## src/rtl/ch_collect_fsm.sv

```systemverilog
// ch_collect_fsm
//   Receive-side reassembler for the channel priority serializer. Collects the
//   per-dump one-hot channel selections of one cycle, ORs them back into the
//   channel mask and flags malformed streams (non one-hot, out of order, stall).
//
// Ports
//   clk_i          clock, rising edge
//   reset_i        synchronous reset, active high
//   disable_i      abort to IDLE, clears accumulator and count (mask/errors kept)
//   start_i        opens (or restarts) a collection cycle
//   sel_valid_i    ch_sel_i is valid this cycle
//   ch_sel_i       one-hot selected channel, bit 0 = highest priority
//   cycle_done_i   transmitter closes the cycle
//   mask_o         reassembled mask, updated only on a clean cycle close
//   mask_valid_o   one-cycle pulse while mask_o carries a fresh mask
//   count_o        selections accepted in the current/last cycle
//   err_onehot_o   sticky: zero or multi-bit selection seen
//   err_order_o    sticky: selection index not strictly ascending
//   err_timeout_o  sticky: no event for TIMEOUT_CYCLES clocks in COLLECT
//   idle_o         registered, high while in IDLE
//
// state   | meaning
// --------+---------------------------------------------------------------
// IDLE    | waiting for start_i; stream inputs ignored
// COLLECT | accepting selections, checking order/one-hot, running the timer
// DONE    | single cycle, mask_o/mask_valid_o presented, then IDLE
// ERROR   | malformed stream seen; waits for start_i, errors held

module ch_collect_fsm #(
  parameter int CH_NUM         = 16,
  parameter int TIMEOUT_CYCLES = 64
) (
  input  logic                          clk_i,
  input  logic                          reset_i,
  input  logic                          disable_i,
  input  logic                          start_i,
  input  logic                          sel_valid_i,
  input  logic [CH_NUM-1:0]             ch_sel_i,
  input  logic                          cycle_done_i,
  output logic [CH_NUM-1:0]             mask_o,
  output logic                          mask_valid_o,
  output logic [$clog2(CH_NUM+1)-1:0]   count_o,
  output logic                          err_onehot_o,
  output logic                          err_order_o,
  output logic                          err_timeout_o,
  output logic                          idle_o
);

  localparam int CW = $clog2(CH_NUM + 1);
  localparam int IW = $clog2(CH_NUM);
  localparam int TW = (TIMEOUT_CYCLES > 1) ? $clog2(TIMEOUT_CYCLES) : 1;

  localparam logic [CW-1:0] COUNT_MAX  = CW'(CH_NUM);
  localparam bit            TIMEOUT_EN = (TIMEOUT_CYCLES != 0);
  // Last legal timer value; the cycle that finds the timer here is the
  // TIMEOUT_CYCLES-th quiet cycle and raises the timeout.
  localparam logic [TW-1:0] TIMER_LAST = (TIMEOUT_CYCLES > 0) ? TW'(TIMEOUT_CYCLES - 1) : '0;

  localparam logic [1:0] IDLE    = 2'd0;
  localparam logic [1:0] COLLECT = 2'd1;
  localparam logic [1:0] DONE    = 2'd2;
  localparam logic [1:0] ERROR   = 2'd3;

  logic [1:0]        state;
  logic [CH_NUM-1:0] acc;
  logic [IW-1:0]     last_idx;
  logic [TW-1:0]     timer;

  logic [IW-1:0]     sel_idx;
  logic              sel_onehot;
  logic              sel_order_bad;
  logic [CH_NUM-1:0] acc_with_sel;

  // One-hot to binary encode; only meaningful when the selection is one-hot.
  always_comb begin
    sel_idx = '0;
    for (int i = 0; i < CH_NUM; i++) begin
      if (ch_sel_i[i]) begin
        sel_idx = sel_idx | IW'(i);
      end
    end
  end

  assign sel_onehot    = ($countones(ch_sel_i) == 1);
  // count_o doubles as the "a selection was already accepted" flag, so the
  // first selection of a cycle skips the order check.
  assign sel_order_bad = (count_o != '0) && (sel_idx <= last_idx);
  assign acc_with_sel  = sel_valid_i ? (acc | ch_sel_i) : acc;

  always_ff @(posedge clk_i) begin
    if (reset_i) begin
      state         <= IDLE;
      acc           <= '0;
      last_idx      <= '0;
      timer         <= '0;
      mask_o        <= '0;
      mask_valid_o  <= 1'b0;
      count_o       <= '0;
      err_onehot_o  <= 1'b0;
      err_order_o   <= 1'b0;
      err_timeout_o <= 1'b0;
      idle_o        <= 1'b1;
    end else begin
      mask_valid_o <= 1'b0;
      if (disable_i) begin
        state   <= IDLE;
        acc     <= '0;
        count_o <= '0;
        idle_o  <= 1'b1;
      end else begin
        case (state)
          IDLE: begin
            if (start_i) begin
              state         <= COLLECT;
              acc           <= '0;
              count_o       <= '0;
              last_idx      <= '0;
              timer         <= '0;
              err_onehot_o  <= 1'b0;
              err_order_o   <= 1'b0;
              err_timeout_o <= 1'b0;
              idle_o        <= 1'b0;
            end
          end

          COLLECT: begin
            if (start_i) begin
              // Restart: any selection presented alongside is dropped.
              acc      <= '0;
              count_o  <= '0;
              last_idx <= '0;
              timer    <= '0;
            end else if (sel_valid_i && !sel_onehot) begin
              err_onehot_o <= 1'b1;
              state        <= ERROR;
            end else if (sel_valid_i && sel_order_bad) begin
              err_order_o <= 1'b1;
              state       <= ERROR;
            end else begin
              if (sel_valid_i) begin
                acc      <= acc_with_sel;
                last_idx <= sel_idx;
                timer    <= '0;
                if (count_o != COUNT_MAX) begin
                  count_o <= count_o + 1'b1;
                end
              end
              if (cycle_done_i) begin
                state        <= DONE;
                mask_o       <= acc_with_sel;
                mask_valid_o <= 1'b1;
              end else if (!sel_valid_i && TIMEOUT_EN) begin
                if (timer == TIMER_LAST) begin
                  err_timeout_o <= 1'b1;
                  state         <= ERROR;
                end else begin
                  timer <= timer + 1'b1;
                end
              end
            end
          end

          DONE: begin
            state  <= IDLE;
            idle_o <= 1'b1;
          end

          ERROR: begin
            if (start_i) begin
              state         <= COLLECT;
              acc           <= '0;
              count_o       <= '0;
              last_idx      <= '0;
              timer         <= '0;
              err_onehot_o  <= 1'b0;
              err_order_o   <= 1'b0;
              err_timeout_o <= 1'b0;
            end
          end

          default: begin
            state  <= IDLE;
            idle_o <= 1'b1;
          end
        endcase
      end
    end
  end

endmodule

```

## config.mk

```make
export PLATFORM = sky130hd
export DESIGN_NAME = ch_collect_fsm
export DESIGN_NICKNAME = d
export VERILOG_FILES = /design/src/rtl/ch_collect_fsm.sv
export SDC_FILE = /design/constraint.sdc
export NUM_CORES = 1
export LEC_CHECK = 0
export CAP_MARGIN = 20
export CORE_AREA = 2 2 91 93
export DETAILED_ROUTE_END_ITERATION = 8
export DIE_AREA = 0 0 93 95
export GPL_TIMING_DRIVEN = 0
export SLEW_MARGIN = 20
export SYNTH_ARGS = -nofsm -noshare
export SYNTH_HDL_FRONTEND = slang
export SYNTH_SLANG_ARGS = --single-unit
```

## constraint.sdc

```tcl
create_clock -name clk_i -period 5.47 [get_ports clk_i]
set_input_delay 1.094 -clock clk_i [delete_from_list [all_inputs] [get_ports clk_i]]
set_output_delay 1.094 -clock clk_i [all_outputs]
set_load 0.02 [all_outputs]
```

Word level (Yosys, flattened, before mapping)
Index checks and enable logic that the tools add are counted.
{"block": "op_classes", "n_addsub": 17, "magnitude_cmp": 1, "eq_ne": 22, "muxes": 69, "bitwise": 6, "n_reduce_logical": 21}
{"cell": "$mux W16", "n": 6}
{"cell": "$mux W4", "n": 13}
{"cell": "$mux W6", "n": 8}
{"cell": "$pmux W16 S2", "n": 1}
{"cell": "$mux W5", "n": 6}
{"cell": "$reduce_and A6 Y1", "n": 4}
{"cell": "$mux W2", "n": 9}
{"cell": "$ne A2 B2 Y1 const B", "n": 9}
{"cell": "$add A1 B1 Y2", "n": 8}
{"cell": "$or A16 B16 Y16", "n": 1}
{"cell": "$ne A5 B5 Y1 const B", "n": 3}
{"cell": "$reduce_and A5 Y1", "n": 3}
{"cell": "$mux W1", "n": 14}
{"cell": "$add A2 B2 Y3", "n": 4}
{"cell": "$mux W3", "n": 4}
{"cell": "$ne A3 B3 Y1 const B", "n": 4}
{"cell": "$pmux W6 S2", "n": 1}
{"cell": "$pmux W5 S2", "n": 1}
{"cell": "$reduce_and A9 Y1", "n": 1}
{"cell": "$add A3 B3 Y4", "n": 2}
{"cell": "$pmux W1 S2", "n": 4}
{"cell": "$pmux W4 S2", "n": 1}
{"cell": "$add A6 B1 Y6 const B", "n": 1}
{"cell": "$eq A6 B6 Y1 const B", "n": 1}
{"cell": "other kinds (18)", "n": 27}
{"block": "word_totals", "regBits": 54, "input_bits": 22, "output_inout_bits": 26, "word_cells": 147}

Longest topological paths before layout
{"block": "depth", "word_depth": 22, "depth_mapped": 18, "depth_no_buf": 16}

Least setup slack after synthesis
Ideal clock, no wire load.
{"block": "synth_path", "path_type": "input-to-reg", "start": "in ch_sel_i[5]", "end": "reg mask_o[15]", "setup_time_ns": 0.079, "arrival_ns": 5.320, "t_required_ns": 5.391, "setup_slack_ns": 0.071, "cell_stages": 17, "path_buffers": 1, "path_cell_list": "inv_1 fa_1 inv_1 fa_1 fa_1 inv_1 fa_1 inv_1 ha_1 fa_1 nor4b_2 o211a_4 o21ai_4 a2111oi_4 buf_6 nor2_2 a211oi_2"}
{"block": "synth_via", "elab_chain_len": 16, "word_cells_on_any_way": 24, "classes_between": "4 x add/sub; 1 x order compare; 1 x eq/ne; 11 x mux; 2 x bitwise; 5 x reduce/logical"}
{"element": "start, declared", "line_no": "38", "rtl": "input logic [CH_NUM-1:0] ch_sel_i,"}
{"element": "$mux W3 (3 in series)", "line_no": "78", "rtl": "if (ch_sel_i[i]) begin"}
{"element": "$mux W4 (8 in series)", "line_no": "78"}
{"element": "$le A4 B4 Y1", "line_no": "87", "rtl": "assign sel_order_bad = (count_o != '0) && (sel_idx <= last_idx);"}
{"element": "$logic_and A1 B1 Y1", "line_no": "87"}
{"element": "$logic_and A1 B1 Y1", "line_no": "136", "rtl": "end else if (sel_valid_i && sel_order_bad) begin"}
{"element": "$not A1 Y1 (no line)"}
{"element": "$reduce_and A6 Y1 (no line) (*)"}
{"element": "end signal, assigned", "line_no": "150", "rtl": "mask_o <= acc_with_sel;"}
{"element": "end, declared", "line_no": "40", "rtl": "output logic [CH_NUM-1:0] mask_o,"}
Every way passes the cells marked *; elsewhere a longest branch is shown, timed or not.
A chain may end at the register's enable or synchronous reset.

Worst setup path in the final report
{"block": "layout_path", "start": "in ch_sel_i[11]", "end": "reg mask_o[12]"}
{"block": "layout_via", "elab_chain_len": 10, "word_cells_on_any_way": 18, "classes_between": "4 x add/sub; 1 x order compare; 1 x eq/ne; 5 x mux; 2 x bitwise; 5 x reduce/logical"}
{"element": "branches (longest 9 deep; another with $add A4 B4 Y5)"}
{"element": "$reduce_and A6 Y1 (no line) (*)"}
Mark *: on every way between the ends.

==> flow_metrics.py <==
metrics = {
    "placement": {
        "placed_cell_area_mm2": 0.00365,
        "portBuffers": 45,
        "gp_congestion": 0.824,
        "dp_slack_ns": -0.960,
        "dp_hpwl_um": 5660,
    },
    "grt": {
        "met3_usage_pct": 4.71,
        "grtUsageTotal_pct": 17.1,
        "overflow": 0,
        "grt_pass1_wl_um": 12100,
        "busiest_layer": "met2",
        "grt_max_degree": 17,
        "antenna_found_initial": 0,
        "grtUsageMet1_pct": 23.8,
        "grt_pass1_vias": 2484,
        "grtUsageMet2_pct": 26.5,
    },
    "sta": {
        "setup_viol": 0,
        "slew_viol_final": 0,
        "hold_viol_final": 0,
        "holdWs_ns": 0.458,
        "post-route-period-util_pct": 97.4,
        "fmax_mhz": 188,
        "fin_crit_ns": 5.33,
        "fin_ws_ns": 0.144,
        "slew_headroom_pct": 53.4,
        "finClkSkew_ns": 0.0169,
        "worst_slew_pin_slew_ns": 0.699,
    },
    "yosys": {
        "dominantRegCellSynth": "dfxtp_1",
        "syn_inst": 334,
        "synth-seq-cells": 54,
        "syn_avg_cell_area_um2": 9.17,
        "synth.distinct_cells": 54,
        "yosysWarnings": 0,
        "ys_seq_area_share_pct": 35.3,
        "ys_async_sr_fraction_pct": 0,
        "syn-cell-area_mm2": 0.00306,
        "syn_nets": 381,
        "synth-edff-count": 0,
    },
    "power_and_ir_drop": {
        "comb_power_share_pct": 30.4,
        "clkPwrFrac_pct": 27.8,
        "p_sw_share_pct": 31.2,
        "power.switching_uw": 303,
        "p_int_uw": 668,
        "ir_drop_uv": 201,
        "power_uw": 970,
        "powerDensity_mw_per_mm2": 250,
        "seq_power_share_pct": 41.8,
        "p_leak_uw": 0.00146,
    },
    "cells_and_area": {
        "final_common_cell": "dfxtp_1",
        "fillCellCount": 758,
        "final_nets": 440,
        "drive_gt1_share_pct": 15.8,
        "utilization_pct": 49.0,
        "syn_to_final_growth_pct": 26.9,
        "design_area_mm2": 0.00389,
        "final_cell_mix": "dfxtp_1 (54), nor2_1 (37), clkdlybuf4s50_1 (34)",
        "diodes": 0,
    },
    "worst_setup_path": {
        "critPathLaunchType": "input pin",
        "crit_type": "input pin to register",
        "worst_setup_path_end_kind": "register",
        "cp_max_fo": 6,
        "cp_data_arrival_time_ns": 5.55,
        "required_ns": 5.70,
        "reg2reg_depth": 7,
    },
    "detailed_routing": {
        "viasPerCell": 5.34,
        "drtPass1Iterations": 4,
        "wl_per_cell_um": 15.4,
        "vias": 2661,
        "drt_iter0_drc": 143,
        "ant_nets": 0,
        "wirelength_um": 7660,
        "drc_errors": 0,
    },
    "clocking": {
        "hold_buffers": 0,
        "cts_buffer_depth": 2,
        "worstSkewPairLatency_ns": 0.32,
        "clk_pin_slew_ns": 0.09,
        "clkSinkCount": 54,
        "cts_root_buffer": "clkbuf_8",
        "cts_made_buffers": 5,
        "cts_tree": "done",
        "htreeDepth": 2,
    },
    "die": {
        "core_mm2": 0.00793,
        "pin_count": 48,
        "rows": 33,
        "dieArea_mm2": 0.00884,
        "start_util_pct": 38.7,
        "die_h_um": 95,
        "dieWidth_um": 93,
    },
    "flow_run": {
        "drv_cap": 0,
    },
    "min_path": {
        "hp-class": "register to register",
        "whs_path_depth": 2,
    },
    "status": {
        "status": "complete, no violations",
    },
}
through the flow:
| stage | std cells | TNS (ns) |
|---|---|---|
| finish | 498 | 0 |
| floorplan | 334 | 0 |
| CTS | 493 | 0 |
| global placement | 484 | -34.86 |
| global route | 498 | -0.00900 |
| detailed placement | 484 | -37.63 |
state kept, by name, indices dropped and copies added (netlist names):
signal,cells
mask_o,16
state,2
count_o,5
timer,6
mask_valid_o,1
idle_o,1
err_onehot_o,1
err_timeout_o,1
err_order_o,1
last_idx,4
acc,16
kinds of logic after synthesis:
logic type      share of synthesized area [%]
mux                                      1.63
simple gates                             16.2
compound gates                           27.8
flops                                    35.3
buf+inv                                  6.41
fa+ha+maj                                12.7
worst max-delay path, stage by stage:
cell and delay [ns]:
buf_4 0.14, fa_1 0.53, inv_1 0.05, fa_1 0.47, inv_1 0.05, fa_1 0.48, inv_1 0.05, fa_1 0.49
inv_2 0.04, ha_4 0.15, fa_1 0.46, nor4b_2 0.32, o211a_4 0.25, o21ai_4 0.09, a2111oi_4 0.31, buf_6 0.20
buf_8 0.12, nor2_1 0.05, a211oi_2 0.20
timing repair:
action	CTS	global route
gates resized for setup	20	38
cloned	0	2
setup endpoints to repair	48	38
pin swaps	2	5
endpoints found under the hold margin	0	0
buffers inserted	3	3
synthesized netlist by cell type (all sizes together) (2+ instances only):
master   n  share of area (%)
dfxtp   54                 35
nor2    41                5.3
a21oi   32                5.2
inv     31                3.8
a211oi  19                6.8
a22o    15                4.3
ha      15                6.1
nand2   13                1.6
clkbuf  12                1.5
o21ai   11                2.2
fa      10                6.5
nand3    6               0.98
nor3     6               0.98
a31oi    5                1.2
and3     5                1.0
mux2i    5                1.6
nand2b   5                1.3
nor2b    5                1.0
buf      4                1.1
a32o     3               0.98
nor3b    3               0.73
nor4     3               0.61
o211ai   3               0.73
or2      3               0.61
a21o     2               0.49
a311oi   2               0.57
and2     2               0.41
o22ai    2               0.41
power by group through the flow:
| stage | Clock, µW | Combinational [µW] | Sequential [µW] |
|---|---|---|---|
| floorplan | 0 | 183 | 418 |
| global placement | 0 | 258 | 414 |
| detailed placement | 0 | 266 | 414 |
| CTS | 275 | 272 | 405 |
| global route | 291 | 333 | 407 |
| finish | 270 | 295 | 405 |
per-layer routing:
metal	share of wire [%]	vias to the layer above
li1	-	1305
met1	48	1270
met2	45	78
met3	6.2	8
met4	0.90	0
met5	0	-
area by class of cell:
class | instances | area [µm²] | area share [%]
multi-input cells | 233 | 1820 | 46.8
inverters | 31 | 116 | 2.99
repair buffers | 53 | 543 | 14.0
well taps | 105 | 131 | 3.38
plain buffers | 15 | 90.1 | 2.32
clock inverters | 2 | 38.8 | 0.998
flip-flops and latches | 54 | 1080 | 27.8
clock buffers | 5 | 68.8 | 1.77
path summary, 6_finish.rpt:
| path | from | to | slack [ns] |
|---|---|---|---|
| worst max-delay path | ch_sel_i[11] | mask_o[12]$_SDFFE_PP0P_ | 0.14 |
| worst min-delay path | acc[0]$_SDFFE_PP0P_ | acc[0]$_SDFFE_PP0P_ | 0.46 |
| worst max register to register | state[0]$_SDFFE_PP0P_ | timer[2]$_SDFFE_PP0P_ | 3.16 |
| worst min register to register | acc[0]$_SDFFE_PP0P_ | acc[0]$_SDFFE_PP0P_ | 0.46 |
Note: power is estimated with default switching activity, not from simulation.
